--- config.mk ---
export PLATFORM = sky130hd
export DESIGN_NAME = dmem_arbiter_flat
export DESIGN_NICKNAME = d
export VERILOG_FILES = /design/src/rtl/dmem_arbiter_pkg.sv /design/src/rtl/dmem_arbiter_if.sv /design/src/rtl/dmem_arbiter_wait_ctr.sv /design/src/rtl/dmem_arbiter.sv /design/src/flat_wrapper.sv
export SDC_FILE = /design/constraint.sdc
export NUM_CORES = 1
export LEC_CHECK = 0
export CAP_MARGIN = 10
export CORE_AREA = 3 3 114 116
export CTS_BUF_LIST = sky130_fd_sc_hd__clkbuf_8
export DETAILED_ROUTE_END_ITERATION = 8
export DIE_AREA = 0 0 117 119
export PLACE_DENSITY = 0.54
export SLEW_MARGIN = 0
export SYNTH_ARGS = -nofsm -noshare
export SYNTH_HDL_FRONTEND = slang
export SYNTH_HIERARCHICAL = 1
export SYNTH_SLANG_ARGS = --single-unit
--- constraint.sdc ---
create_clock -name clk -period 7.5 [get_ports clk]
set_clock_uncertainty 0.15 [all_clocks]
set_input_delay 1.5 -clock clk [delete_from_list [all_inputs] [get_ports clk]]
set_output_delay 1.5 -clock clk [all_outputs]
set_load 0.01 [all_outputs]
--- src/rtl/dmem_arbiter_pkg.sv ---
// Shared types and constants for the data-memory arbiter between the core (C)
// and the debug/loader (D) ports.
package dmem_arbiter_pkg;

  localparam int XLEN       = 32;
  localparam int ARB_WAIT_W = 4;

  typedef enum logic {ARB, DLOCK}     arb_state_e;
  typedef enum logic {PORT_C, PORT_D} arb_port_e;

endpackage

--- src/rtl/dmem_arbiter_if.sv ---
// Bundle of the core, debug and memory signals around the arbiter. The master
// side is the environment (requesters + memory); the slave side is the arbiter.
interface dmem_arbiter_if
  import dmem_arbiter_pkg::*;
#(
  parameter int W = XLEN
);
  logic         c_req_i, c_we_i, c_gnt_o, c_rvalid_o;
  logic [W-1:0] c_addr_i, c_wdata_i, c_rdata_o;
  logic         d_req_i, d_we_i, d_lock_i, d_gnt_o, d_rvalid_o;
  logic [W-1:0] d_addr_i, d_wdata_i, d_rdata_o;
  logic         m_req_o, m_we_o;
  logic [W-1:0] m_addr_o, m_wdata_o, m_rdata_i;

  modport master (
    output c_req_i, c_we_i, c_addr_i, c_wdata_i,
    input  c_gnt_o, c_rvalid_o, c_rdata_o,
    output d_req_i, d_we_i, d_lock_i, d_addr_i, d_wdata_i,
    input  d_gnt_o, d_rvalid_o, d_rdata_o,
    input  m_req_o, m_we_o, m_addr_o, m_wdata_o,
    output m_rdata_i
  );

  modport slave (
    input  c_req_i, c_we_i, c_addr_i, c_wdata_i,
    output c_gnt_o, c_rvalid_o, c_rdata_o,
    input  d_req_i, d_we_i, d_lock_i, d_addr_i, d_wdata_i,
    output d_gnt_o, d_rvalid_o, d_rdata_o,
    output m_req_o, m_we_o, m_addr_o, m_wdata_o,
    input  m_rdata_i
  );
endinterface

--- src/rtl/dmem_arbiter_wait_ctr.sv ---
// Saturating wait counter: counts consecutive D losses, clear has priority.
module arb_wait_ctr
  import dmem_arbiter_pkg::*;
(
  input  logic                  clk,
  input  logic                  reset,
  input  logic                  i_inc,
  input  logic                  i_clr,
  input  logic [ARB_WAIT_W-1:0] i_max,
  output logic                  o_sat
);
  logic [ARB_WAIT_W-1:0] r_cnt;

  assign o_sat = (r_cnt == i_max);

  // NOTE: sequential state is written with <= so every flop samples pre-edge values.
  always_ff @(posedge clk or posedge reset) begin
    if (reset)                r_cnt <= '0;
    else if (i_clr)           r_cnt <= '0;
    else if (i_inc && !o_sat) r_cnt <= r_cnt + 1'b1;
  end
endmodule

--- src/rtl/dmem_arbiter.sv ---
// Two-port data-memory arbiter: core has fixed priority, debug gets a grant after
// MAX_WAIT consecutive losses and may lock the memory for bursts.
module dmem_arbiter
  import dmem_arbiter_pkg::*;
#(
  parameter int XLEN_P   = XLEN,
  parameter int MAX_WAIT = 4
)(
  input  logic           clk,
  input  logic           reset,
  dmem_arbiter_if.slave  bus
);
  localparam logic [0:0]            S_ARB   = ARB;
  localparam logic [0:0]            S_DLOCK = DLOCK;
  localparam logic [ARB_WAIT_W-1:0] W_MAX   = ARB_WAIT_W'(MAX_WAIT);

  logic [0:0]       r_state, w_state_nxt;
  arb_port_e        r_owner;
  logic             r_rd_pend;
  logic             w_sat, w_d_win_arb, w_c_gnt, w_d_gnt, w_m_req, w_m_we;
  logic [XLEN_P-1:0] w_m_addr, w_m_wdata;

  arb_wait_ctr u_wait_ctr (
    .clk   (clk),
    .reset (reset),
    .i_inc ((r_state == S_ARB) && bus.d_req_i && !w_d_gnt),
    .i_clr (w_d_gnt || !bus.d_req_i),
    .i_max (W_MAX),
    .o_sat (w_sat)
  );

  assign w_d_win_arb = bus.d_req_i && (!bus.c_req_i || w_sat);
  assign w_d_gnt     = (r_state == S_ARB) ? w_d_win_arb : bus.d_req_i;
  assign w_c_gnt     = (r_state == S_ARB) && bus.c_req_i && !w_d_win_arb;
  assign w_m_req     = w_c_gnt || w_d_gnt;

  // NOTE: every always_comb output gets a default first, so no latch is inferred.
  always_comb begin
    w_m_we    = 1'b0;
    w_m_addr  = '0;
    w_m_wdata = '0;
    if (w_c_gnt) begin
      w_m_we    = bus.c_we_i;
      w_m_addr  = bus.c_addr_i;
      w_m_wdata = bus.c_wdata_i;
    end else if (w_d_gnt) begin
      w_m_we    = bus.d_we_i;
      w_m_addr  = bus.d_addr_i;
      w_m_wdata = bus.d_wdata_i;
    end
  end

  always_comb begin
    w_state_nxt = r_state;
    if (r_state == S_ARB) begin
      if (w_d_gnt && bus.d_lock_i) w_state_nxt = S_DLOCK;
    end else if (!bus.d_req_i || !bus.d_lock_i) begin
      // Leaving the lock: either the final unlocked access or D went idle.
      w_state_nxt = S_ARB;
    end
  end

  always_ff @(posedge clk or posedge reset) begin
    if (reset) begin
      r_state   <= S_ARB;
      r_owner   <= PORT_C;
      r_rd_pend <= 1'b0;
    end else begin
      r_state   <= w_state_nxt;
      r_rd_pend <= w_m_req && !w_m_we;
      if (w_m_req && !w_m_we) r_owner <= w_d_gnt ? PORT_D : PORT_C;
    end
  end

  assign bus.c_gnt_o    = w_c_gnt;
  assign bus.d_gnt_o    = w_d_gnt;
  assign bus.m_req_o    = w_m_req;
  assign bus.m_we_o     = w_m_we;
  assign bus.m_addr_o   = w_m_addr;
  assign bus.m_wdata_o  = w_m_wdata;
  assign bus.c_rvalid_o = r_rd_pend && (r_owner == PORT_C);
  assign bus.d_rvalid_o = r_rd_pend && (r_owner == PORT_D);
  assign bus.c_rdata_o  = bus.c_rvalid_o ? bus.m_rdata_i : '0;
  assign bus.d_rdata_o  = bus.d_rvalid_o ? bus.m_rdata_i : '0;
endmodule

--- src/flat_wrapper.sv ---
// flat-port wrapper written by rule: the top's interface ports become plain ports
module dmem_arbiter_flat import dmem_arbiter_pkg::*;
#(
  parameter int XLEN_P   = XLEN,
  parameter int MAX_WAIT = 4
)
  (clk, reset, bus_c_req_i, bus_c_we_i, bus_c_addr_i, bus_c_wdata_i, bus_c_gnt_o, bus_c_rvalid_o, bus_c_rdata_o, bus_d_req_i, bus_d_we_i, bus_d_lock_i, bus_d_addr_i, bus_d_wdata_i, bus_d_gnt_o, bus_d_rvalid_o, bus_d_rdata_o, bus_m_req_o, bus_m_we_o, bus_m_addr_o, bus_m_wdata_o, bus_m_rdata_i);
  dmem_arbiter_if bus_i ();
  input  logic clk;
  input  logic reset;
  input wire logic [$bits(bus_i.c_req_i)-1:0] bus_c_req_i;
  input wire logic [$bits(bus_i.c_we_i)-1:0] bus_c_we_i;
  input wire logic [$bits(bus_i.c_addr_i)-1:0] bus_c_addr_i;
  input wire logic [$bits(bus_i.c_wdata_i)-1:0] bus_c_wdata_i;
  output wire logic [$bits(bus_i.c_gnt_o)-1:0] bus_c_gnt_o;
  output wire logic [$bits(bus_i.c_rvalid_o)-1:0] bus_c_rvalid_o;
  output wire logic [$bits(bus_i.c_rdata_o)-1:0] bus_c_rdata_o;
  input wire logic [$bits(bus_i.d_req_i)-1:0] bus_d_req_i;
  input wire logic [$bits(bus_i.d_we_i)-1:0] bus_d_we_i;
  input wire logic [$bits(bus_i.d_lock_i)-1:0] bus_d_lock_i;
  input wire logic [$bits(bus_i.d_addr_i)-1:0] bus_d_addr_i;
  input wire logic [$bits(bus_i.d_wdata_i)-1:0] bus_d_wdata_i;
  output wire logic [$bits(bus_i.d_gnt_o)-1:0] bus_d_gnt_o;
  output wire logic [$bits(bus_i.d_rvalid_o)-1:0] bus_d_rvalid_o;
  output wire logic [$bits(bus_i.d_rdata_o)-1:0] bus_d_rdata_o;
  output wire logic [$bits(bus_i.m_req_o)-1:0] bus_m_req_o;
  output wire logic [$bits(bus_i.m_we_o)-1:0] bus_m_we_o;
  output wire logic [$bits(bus_i.m_addr_o)-1:0] bus_m_addr_o;
  output wire logic [$bits(bus_i.m_wdata_o)-1:0] bus_m_wdata_o;
  input wire logic [$bits(bus_i.m_rdata_i)-1:0] bus_m_rdata_i;
  assign bus_i.c_req_i = bus_c_req_i;
  assign bus_i.c_we_i = bus_c_we_i;
  assign bus_i.c_addr_i = bus_c_addr_i;
  assign bus_i.c_wdata_i = bus_c_wdata_i;
  assign bus_c_gnt_o = bus_i.c_gnt_o;
  assign bus_c_rvalid_o = bus_i.c_rvalid_o;
  assign bus_c_rdata_o = bus_i.c_rdata_o;
  assign bus_i.d_req_i = bus_d_req_i;
  assign bus_i.d_we_i = bus_d_we_i;
  assign bus_i.d_lock_i = bus_d_lock_i;
  assign bus_i.d_addr_i = bus_d_addr_i;
  assign bus_i.d_wdata_i = bus_d_wdata_i;
  assign bus_d_gnt_o = bus_i.d_gnt_o;
  assign bus_d_rvalid_o = bus_i.d_rvalid_o;
  assign bus_d_rdata_o = bus_i.d_rdata_o;
  assign bus_m_req_o = bus_i.m_req_o;
  assign bus_m_we_o = bus_i.m_we_o;
  assign bus_m_addr_o = bus_i.m_addr_o;
  assign bus_m_wdata_o = bus_i.m_wdata_o;
  assign bus_i.m_rdata_i = bus_m_rdata_i;
  dmem_arbiter #(.XLEN_P(XLEN_P), .MAX_WAIT(MAX_WAIT)) u_core (.clk(clk), .reset(reset), .bus(bus_i));
endmodule
==> metrics.md, run 1 <==
| Metric | Value |
|---|---|
| Leading area contributor after synthesis | `a22o_1` |
| Row cnt | `40` |
| Routed len/inst | `17.9 µm` |
| PD cells | `86.2 nW/µm²` |
| Die height | `119 µm` |
| Final routed DRC violation total | `0` |
| Leak | `1.96 nW` |
| CP required | `5850 ps` |
| Final setup fails | `0` |
| RSZ-0062 raised after global routing | `no` |
| Register area share after synthesis | `11.2%` |
| Final core occ | `39.1%` |
| Max Cap Viol | `0` |
| Total CTS buffers | `3` |
| Type of the most critical hold path | `flip-flop to flip-flop` |
| WHS | `422 ps` |
| Post-synth top cells | `a22o_1 (66), and2_1 (34), and3_1 (32)` |
| Tightest Pin Transition | `978 ps` |
| H-tree levels | `1` |
| CTS tree | `built` |
| Worst VDD drop | `0.0000391 V` |
| Crit end category | `primary output` |
| Largest cells by area after synthesis | `a22o_1 (37%), and2_1 (14%), and3_1 (13%), dfrtp_1 (11%), buf_2 (3.2%)` |
| GRT Util Overall | `14.6%` |
| Hold-fix buffers, CTS | `0` |
| Area grow syn2layout | `201%` |
| Initial Utilization | `13.0%` |
| Placer congestion estimate | `0.932` |
| Detailed Route Iter0 Violations | `109` |
| Antenna violations before repair | `1` |
| DR pass1 iterations | `4` |
| Vias per cell | `4.28` |
| NumNets Final | `653` |
| Ys async rst share | `100%` |
| N_diodes | `0` |
| Filler cells | `1245` |
| Root Buffer | `clkbuf_8` |
| Post-CTS Resized | `0` |
| Worst skew pair latency | `220 ps` |
| Netlist Area Pre-Place | `1560 µm²` |
| Yosys warning total | `6` |
| Area share of the largest cell type after synthesis | `37.0%` |
| CTS Buffer Depth | `2` |
| Vias in the first global route | `2763` |
| Clock-pin slew on the worst setup and hold paths | `40 ps` |
| Final hold vios | `0` |
| Final slew viol count | `0` |
| First-pass GRT wire length | `15.8 mm` |
| Setup Buffers After CTS | `0` |
| EDFF count, synth | `0` |
| Final ANT Viol Nets | `0` |
| Final HPWL DP | `9.99 mm` |
| Gate count after technology mapping | `199` |
| Slew headroom | `34.2%` |
| Synth Flop Type | `dfrtp_1` |
| Vias | `2701` |
| Count leader, synth | `a22o_1` |
| Top-Level Pins | `301` |
| Gr ovfl total | `0` |
| Share of cells above drive strength 1 | `2.07%` |
| CORE AREA | `12000 µm²` |
| Die W | `117 µm` |
| CP Class | `input pin to primary output` |
| Final period util | `74.1%` |
| Clk sink count | `7` |
| Setup TNS Final | `0 ps` |
| F_max | `180 MHz` |
| Avg Cell Area, Syn | `7.84 µm²` |
| Outcome | `finished clean` |
| IO Port Bufs | `300` |
| Final min period | `5560 ps` |
| CP startpoint kind | `input pin` |
| WP data arrival | `3910 ps` |
| Synth Register Bits | `7` |
| Synth cell types | `28` |
| Die ar. | `13900 µm²` |
| Peak fanout along the critical path | `46` |
| Final WL | `11.3 mm` |
| Largest net degree at the start of global routing | `69` |
[stage by stage]
stage | std cells | instance area, µm² | power [mW] | setup slack, ps
floorplan | 201 | 1570 | 0.151 | 3590
global placement | 627 | 4650 | 0.358 | 1970
CTS | 631 | 4700 | 0.412 | 1890
global route | 631 | 4700 | 0.430 | 1790
finish | 631 | 4700 | 0.405 | 1940
detailed placement | 627 | 4650 | 0.359 | 1890
[worst max-delay path, cell delays in order]
cell and delay, ps:
clkdlybuf4s50_1 550, a21oi_4 540, buf_4 510, a22o_1 230
clkdlybuf4s50_1 560
[worst paths after layout]
kind,start,to,slack [ps],cells after the start
min in group asynchronous,reset,u_core/r_state,1350,2
setup reg to reg,u_core/u_wait_ctr/r_cnt[0],u_core/r_rd_pend,4780,5
hold reg to reg,u_core/u_wait_ctr/r_cnt[3],u_core/u_wait_ctr/r_cnt[3],420,2
hold / removal,u_core/u_wait_ctr/r_cnt[3],u_core/u_wait_ctr/r_cnt[3],420,2
max in group asynchronous,reset,u_core/u_wait_ctr/r_cnt[1],5690,2
setup / recovery,bus_d_req_i,bus_m_addr_o[31],1940,5
[layout by cell type (no fill, tap or decap), types with 2 or more instances in the layout]
master           instances
inv_1                    7
clkbuf_8                 3
nor2_1                   2
a21oi_1                  4
conb_1                   4
a22o_1                  66
clkdlybuf4s50_1        300
and3_1                  32
xor2_1                   4
o21ai_0                  3
nor2b_1                  2
dfrtp_1                  7
buf_4                    2
or3_1                    2
and2_1                  34
[per-layer routing]
layer,wire length (µm),share of wire (%),track usage (%),vias to the layer above
met5,13,0.12,0,-
met4,109,0.97,2.29,2
met3,1470,13,4.78,8
met2,6000,53,29.1,183
met1,3680,33,14.5,1192
li1,-,-,-,1316
[registers in the layout, indices dropped and copies added, names as in the netlist]
register / cells
u_core/r_state: 1
u_core/r_rd_pend: 1
u_core/r_owner: 1
u_core/u_wait_ctr/r_cnt: 4
[layout make-up]
cell class | instances | area, µm² | area share [%]
Inverter | 6 | 22.5 | 0.479
Timing Repair Buffer | 302 | 3020 | 64.3
Clock inverter | 1 | 3.75 | 0.0799
Multi-Input combinational cell | 165 | 1250 | 26.7
Clock buffer | 3 | 41.3 | 0.879
Tap cell | 147 | 184 | 3.92
Sequential cell | 7 | 175 | 3.73
[power by group]
part           internal, mW  total (mW)  switching, mW
sequential           0.0394      0.0494         0.0101
clock                0.0353      0.0508         0.0155
combinational         0.198       0.305          0.107
[cells by family (layout without fill, tap and decap cells)]
| group | count (synthesis) | after routing | synth area share (%) |
|---|---|---|---|
| AND/OR/NAND/NOR | 77 | 77 | 31.0 |
| XOR/XNOR | 5 | 5 | 3.29 |
| AO/OA/AOI/OAI | 77 | 77 | 43.1 |
| flip-flops | 7 | 7 | 11.2 |
| buffers and inverters | 29 | 312 | 9.46 |
| other | 2 | 4 | 0.481 |
| multiplexers | 1 | 1 | 0.642 |
| adder cells (fa/ha/maj) | 1 | 1 | 0.802 |
(Power assumes the default switching activity.)
==> run 2: changes to the inputs <==
--- a/config.mk
+++ b/config.mk
@@ -6,11 +6,11 @@
 export NUM_CORES = 1
 export LEC_CHECK = 0
 export CAP_MARGIN = 10
-export CORE_AREA = 3 3 114 116
+export CORE_AREA = 3 3 116 118
 export CTS_BUF_LIST = sky130_fd_sc_hd__clkbuf_8
 export DETAILED_ROUTE_END_ITERATION = 8
-export DIE_AREA = 0 0 117 119
-export PLACE_DENSITY = 0.54
+export DIE_AREA = 0 0 119 121
+export PLACE_DENSITY = 0.52
 export SLEW_MARGIN = 0
 export SYNTH_ARGS = -nofsm -noshare
 export SYNTH_HDL_FRONTEND = slang
==> constraint.sdc (replaced) <==
create_clock -name clk -period 5.5 [get_ports clk]
set_clock_uncertainty 0.15 [all_clocks]
set_input_delay 1.1 -clock clk [delete_from_list [all_inputs] [get_ports clk]]
set_output_delay 1.1 -clock clk [all_outputs]
set_load 0.01 [all_outputs]
==> run 2 against run 1 <==
  * Sequential power up 11%
  * Sequential cell count unchanged
  * Power up 37%
  * Combinational power up 41%
  * Final cell count up 4.4%
  * Design area up 1.1%
  * Hold slack worse by 5.2 ps
  * Register-to-register slack worse by 1500 ps
  * Critical path type unchanged
  * Largest power group unchanged
==> metrics.md, run 2 (synthesis gave the netlist of run 1 again) <==
| Metric | Value |
|---|---|
| Outcome | `finished clean` |
| Worst skew pair latency | `230 ps (about the same)` |
| CP Class | `input pin to primary output` |
| Final hold vios | `0 (unchanged)` |
| Type of the most critical hold path | `flip-flop to flip-flop` |
| PD cells | `117 nW/µm² (+35%)` |
| Crit end category | `primary output` |
| Total Power | `0.555 mW (+37%)` |
| Final period util | `82.3%` |
| Final min period | `4530 ps` |
| Final slew viol count | `0 (unchanged)` |
| Placer congestion estimate | `0.739 (-21%)` |
| Top-Level Pins | `301 (unchanged)` |
| Final routed DRC violation total | `0 (unchanged)` |
| Clock-pin slew on the worst setup and hold paths | `40 ps (about the same)` |
| N_diodes | `0 (unchanged)` |
| Total CTS buffers | `3 (unchanged)` |
| Setup Buffers After CTS | `0 (unchanged)` |
| Tightest Pin Transition | `750 ps (-228 ps)` |
| WP data arrival | `3280 ps (-630 ps)` |
| Max reg flops | `4 (unchanged)` |
| Levels on crit path | `4 (-1)` |
| Die height | `121 µm (+1.7%)` |
| Peak fanout along the critical path | `68 (+48%)` |
| First-pass GRT wire length | `15.2 mm (-4.1%)` |
| CP startpoint kind | `input pin` |
| Hold-fix buffers, CTS | `0 (unchanged)` |
| H-tree levels | `1 (unchanged)` |
| Detailed Route Iter0 Violations | `100 (-8.3%)` |
| Post-CTS Resized | `0 (unchanged)` |
| Vias | `2683 (-0.67%)` |
| Largest net degree at the start of global routing | `69 (unchanged)` |
| Slew headroom | `50.0% (+16 points)` |
| Setup WS pre-CTS | `925 ps (-967 ps)` |
| Commonest cells after routing, fill and taps aside | `clkdlybuf4s50_1 (300), a22o_1 (66), and2_1 (34)` |
| Max Cap Viol | `0 (unchanged)` |
| Slowest cell on crit path | `o21a_4` |
| Final HPWL DP | `9.31 mm (-6.8%)` |
| CP required | `4250 ps (-1600 ps)` |
| CP max stage delay | `650 ps (+90 ps)` |
| Final ANT Viol Nets | `0 (unchanged)` |
| Biggest register | `u_core/u_wait_ctr/r_cnt` |
| Area grow syn2layout | `204%` |
| F_max | `221 MHz` |
| Routed len/inst | `16.2 µm (-9.4%)` |
| Die ar. | `14400 µm² (+3.4%)` |
| WHS Path Cells | `2 (unchanged)` |
| Fin worst setup slack | `971 ps (-973 ps)` |
| Worst r2r path cells | `5 (unchanged)` |
| Most common cell after layout, fill and taps aside | `clkdlybuf4s50_1` |
| Most used cell, CP | `clkdlybuf4s50_1` |
| Gr ovfl total | `0 (unchanged)` |
| Initial Utilization | `12.4% (-0.58 points)` |
| RSZ-0062 raised after global routing | `no` |
| Row cnt | `41 (+2.5%)` |
| DR pass1 iterations | `4 (unchanged)` |
| Final setup fails | `0 (unchanged)` |
| CTS tree | `built` |
| Vias per cell | `4.07 (-4.9%)` |
| CP cell instances | `clkdlybuf4s50_1, o21a_4, a22o_1, clkdlybuf4s50_1` |
| Worst VDD drop | `0.0000572 V (+46%)` |
| Clk sink count | `7 (unchanged)` |
| GRT Util Overall | `13.1% (-1.5 points)` |
| CTS Buffer Depth | `2 (unchanged)` |
| CORE AREA | `12600 µm² (+4.6%)` |
| IO Port Bufs | `300 (unchanged)` |
| Final WL | `10.7 mm (-5.4%)` |
| Buf/Inv on CP | `2 (-1)` |
| Root Buffer | `clkbuf_8` |
| NumNets Final | `656 (+0.46%)` |
| Setup TNS Final | `0 ps (unchanged)` |
| Die W | `119 µm (+1.7%)` |
| Vias in the first global route | `2759 (-0.14%)` |
| Share of cells above drive strength 1 | `2.67% (+0.60 points)` |
| Antenna violations before repair | `0 (-1)` |
| Critical path's top delay family | `buffers and inverters` |
| Leak | `1.97 nW (+0.79%)` |
-- run 2: changes by cell type in the layout (fill, tap and decap cells not counted) --
| cell | before | now |
|---|---|---|
| buf_4 | 2 | 5 |
-- run 2: worst register-to-register path: stages, from the launching register on --
cell and delay, ps:
dfrtp_1 440, xor2_2 220, nor4_1 300, buf_4 200
o21a_4 600, a22o_1 260
-- run 2: worst paths after layout --
| check | startpoint | to | slack [ps] |
|---|---|---|---|
| worst min register to register | u_core/r_state | u_core/r_owner | 420 |
| worst max-delay path | bus_d_req_i | bus_m_addr_o[28] | 970 |
| min in group asynchronous | reset | u_core/r_state | 940 |
| worst min-delay path | u_core/r_state | u_core/r_owner | 420 |
| worst max register to register | u_core/u_wait_ctr/r_cnt[0] | u_core/r_rd_pend | 3270 |
| max in group asynchronous | reset | u_core/u_wait_ctr/r_cnt[2] | 4090 |
-- run 2: power breakdown --
| part | switching [mW] | total, mW | internal, mW |
|---|---|---|---|
| clock | 0.0219 | 0.0701 | 0.0482 |
| sequential | 0.00106 | 0.0550 | 0.0539 |
| combinational | 0.158 | 0.430 | 0.272 |
-- run 2: per-layer routing --
metal	up-vias	GRT usage (%)	part of all wire, %
li1	1324	-	-
met1	1175	13.4	35
met2	180	26.1	53
met3	4	4.38	11
met4	0	1.74	0.38
met5	-	0	0
-- run 2: stage by stage --
step | util (%) | cell area (µm²) | hold WS (ps) | instances
after floorplan | - | 1570 | 363 | 201
after global placement | 37.4 | 4710 | 402 | 655
after detailed placement | 37.4 | 4710 | 415 | 655
after CTS | 37.8 | 4750 | 424 | 659
after global routing | 37.8 | 4750 | 453 | 659
final | 37.8 | 4750 | 416 | 659
-- run 2: final cells by class --
type                            instances  area (µm²)
Fill cell                            1304        7820
Timing Repair Buffer                  305        3040
Multi-Input combinational cell        165        1250
Tap cell                              172         215
Sequential cell                         7         175
Clock buffer                            3        41.3
Inverter                                6        22.5
Clock inverter                          1        3.75
==> run 3: changes to the inputs <==
==> constraint.sdc (replaced) <==
create_clock -name clk -period 4.72 [get_ports clk]
set_clock_uncertainty 0.15 [all_clocks]
set_input_delay 0.944 -clock clk [delete_from_list [all_inputs] [get_ports clk]]
set_output_delay 0.944 -clock clk [all_outputs]
set_load 0.01 [all_outputs]
==> run 3 against run 2 <==
  * Critical path type unchanged
  * Clock power grew 17%
  * Setup slack worse by 480 ps
  * Sequential cell count unchanged
==> metrics.md, run 3 (synthesis gave the netlist of run 1 again) <==
| Metric | Value |
|---|---|
| Internal power | `0.439 mW (+17%)` |
| Outcome | `finished clean` |
| Crit end category | `primary output` |
| CP startpoint kind | `input pin` |
| Clk pwr share | `12.6% (about the same)` |
| NumNets Final | `658 (+0.30%)` |
| CORE AREA | `12600 µm² (unchanged)` |
| Total CTS buffers | `3 (unchanged)` |
| Placer congestion estimate | `0.950 (+29%)` |
| Final period util | `89.6%` |
| Final core occ | `38.0% (+0.22 points)` |
| N_diodes | `0 (unchanged)` |
| Gr ovfl total | `0 (unchanged)` |
| Final hold vios | `0 (unchanged)` |
| Biggest register | `u_core/u_wait_ctr/r_cnt` |
| WP data arrival | `3130 ps (-150 ps)` |
| Type of the most critical hold path | `flip-flop to flip-flop` |
| Root Buffer | `clkbuf_8` |
| Setup Buffers After CTS | `0 (unchanged)` |
| Initial Utilization | `12.4% (unchanged)` |
| PD cells | `136 nW/µm² (+17%)` |
| Vias | `2741 (+2.2%)` |
| Die W | `119 µm (unchanged)` |
| Final setup fails | `0 (unchanged)` |
| IO Port Bufs | `300 (unchanged)` |
| Setup WS pre-CTS | `477 ps (-449 ps)` |
| Switching fraction of total power | `32.7% (+0.048 points)` |
| Peak fanout along the critical path | `52 (-24%)` |
| Final WL | `10.9 mm (+2.1%)` |
| WHS | `415 ps (-1.52 ps)` |
| Die ar. | `14400 µm² (unchanged)` |
| H-tree levels | `1 (unchanged)` |
| Routed len/inst | `16.5 µm (+1.8%)` |
| Tightest Pin Transition | `585 ps (-165 ps)` |
| Power share of the sequential group | `9.8% (about the same)` |
| F_max | `237 MHz` |
| Placed Instances | `657 (+0.31%)` |
| Post-CTS Resized | `0 (unchanged)` |
| Post-Layout Inst Area | `4780 µm² (+0.58%)` |
| Vias per cell | `4.15 (+1.9%)` |
| Row cnt | `41 (unchanged)` |
| Max Cap Viol | `0 (unchanged)` |
| RSZ-0062 raised after global routing | `no` |
| Finished Layout Cells | `661 (+0.30%)` |
| Max reg flops | `4 (unchanged)` |
| Worst VDD drop | `0.0000720 V (+26%)` |
| Fin worst setup slack | `493 ps (-478 ps)` |
| Worst skew pair latency | `230 ps (about the same)` |
| Clk sink count | `7 (unchanged)` |
| Final routed DRC violation total | `0 (unchanged)` |
| Clock-pin slew on the worst setup and hold paths | `40 ps (about the same)` |
| CP Class | `input pin to primary output` |
| NetSw | `0.213 mW (+18%)` |
| Leak | `1.99 nW (+0.73%)` |
| Filler cells | `1329 (+1.9%)` |
| Comb pwr share | `77.6% (about the same)` |
| CTS Buffer Depth | `2 (unchanged)` |
| Final slew viol count | `0 (unchanged)` |
| Vias in the first global route | `2807 (+1.7%)` |
| DR pass1 iterations | `4 (unchanged)` |
| Area grow syn2layout | `206%` |
| Final min period | `4230 ps` |
| Largest net degree at the start of global routing | `68 (-1.4%)` |
| Antenna violations before repair | `0 (unchanged)` |
| Commonest cells after routing, fill and taps aside | `clkdlybuf4s50_1 (300), a22o_1 (66), and2_1 (34)` |
| Hold-fix buffers, CTS | `0 (unchanged)` |
| Die height | `121 µm (unchanged)` |
| Final ANT Viol Nets | `0 (unchanged)` |
| Placed instance area | `4730 µm² (+0.59%)` |
| Most common cell after layout, fill and taps aside | `clkdlybuf4s50_1` |
| Detailed Route Iter0 Violations | `95 (-5.0%)` |
| Share of cells above drive strength 1 | `3.07% (+0.40 points)` |
| Setup TNS Final | `0 ps (unchanged)` |
| CP required | `3630 ps (-620 ps)` |
| CTS tree | `built` |
| First-pass GRT wire length | `15.5 mm (+1.9%)` |
| Slew headroom | `61.0% (+11 points)` |
| Final HPWL DP | `9.59 mm (+3.0%)` |
| Total Power | `0.652 mW (+18%)` |
| GRT Util Overall | `13.4% (+0.28 points)` |
| Top-Level Pins | `301 (unchanged)` |
==> run 3: worst max-delay path, cell delays in order <==
cell             delay (ps)
clkdlybuf4s50_1         630
o21a_4                  550
buf_4                   270
a22o_1                  160
clkdlybuf4s50_1         540
==> run 3: power by group through the flow <==
stage | clock network, mW | logic [mW] | registers [mW]
finish | 0.0821 | 0.506 | 0.0641
global route | 0.0888 | 0.537 | 0.0642
CTS | 0.0837 | 0.513 | 0.0641
detailed placement | 0 | 0.511 | 0.0649
global placement | 0 | 0.509 | 0.0649
floorplan | 0 | 0.173 | 0.0666
==> run 3: metal layers <==
metal / vias up / global-route usage (%) / part of all wire, %
li1: 1330 / - / -
met1: 1190 / 14.4 / 37
met2: 204 / 24.9 / 49
met3: 17 / 3.92 / 11
met4: 0 / 4.49 / 3.1
met5: - / 0 / 0
==> run 3: area by class of cell <==
class	count	area, µm²	area share [%]
Timing Repair Buffer	307	3070	64.2
Clock inverter	1	3.75	0.0786
Tap cell	172	215	4.50
Multi-Input combinational cell	165	1250	26.2
Clock buffer	3	41.3	0.864
Sequential cell	7	175	3.67
Inverter	6	22.5	0.471
==> run 3: worst paths after layout <==
| path | start | endpoint | slack (ps) | depth (start not counted) |
|---|---|---|---|---|
| max in group asynchronous | reset | u_core/u_wait_ctr/r_cnt[2] | 3440 | 2 |
| hold reg to reg | u_core/u_wait_ctr/r_cnt[3] | u_core/u_wait_ctr/r_cnt[3] | 410 | 2 |
| hold / removal | u_core/u_wait_ctr/r_cnt[3] | u_core/u_wait_ctr/r_cnt[3] | 410 | 2 |
| setup reg to reg | u_core/u_wait_ctr/r_cnt[1] | u_core/u_wait_ctr/r_cnt[3] | 2490 | 8 |
| setup / recovery | bus_d_req_i | bus_m_wdata_o[30] | 490 | 5 |
| min in group asynchronous | reset | u_core/r_state | 800 | 2 |
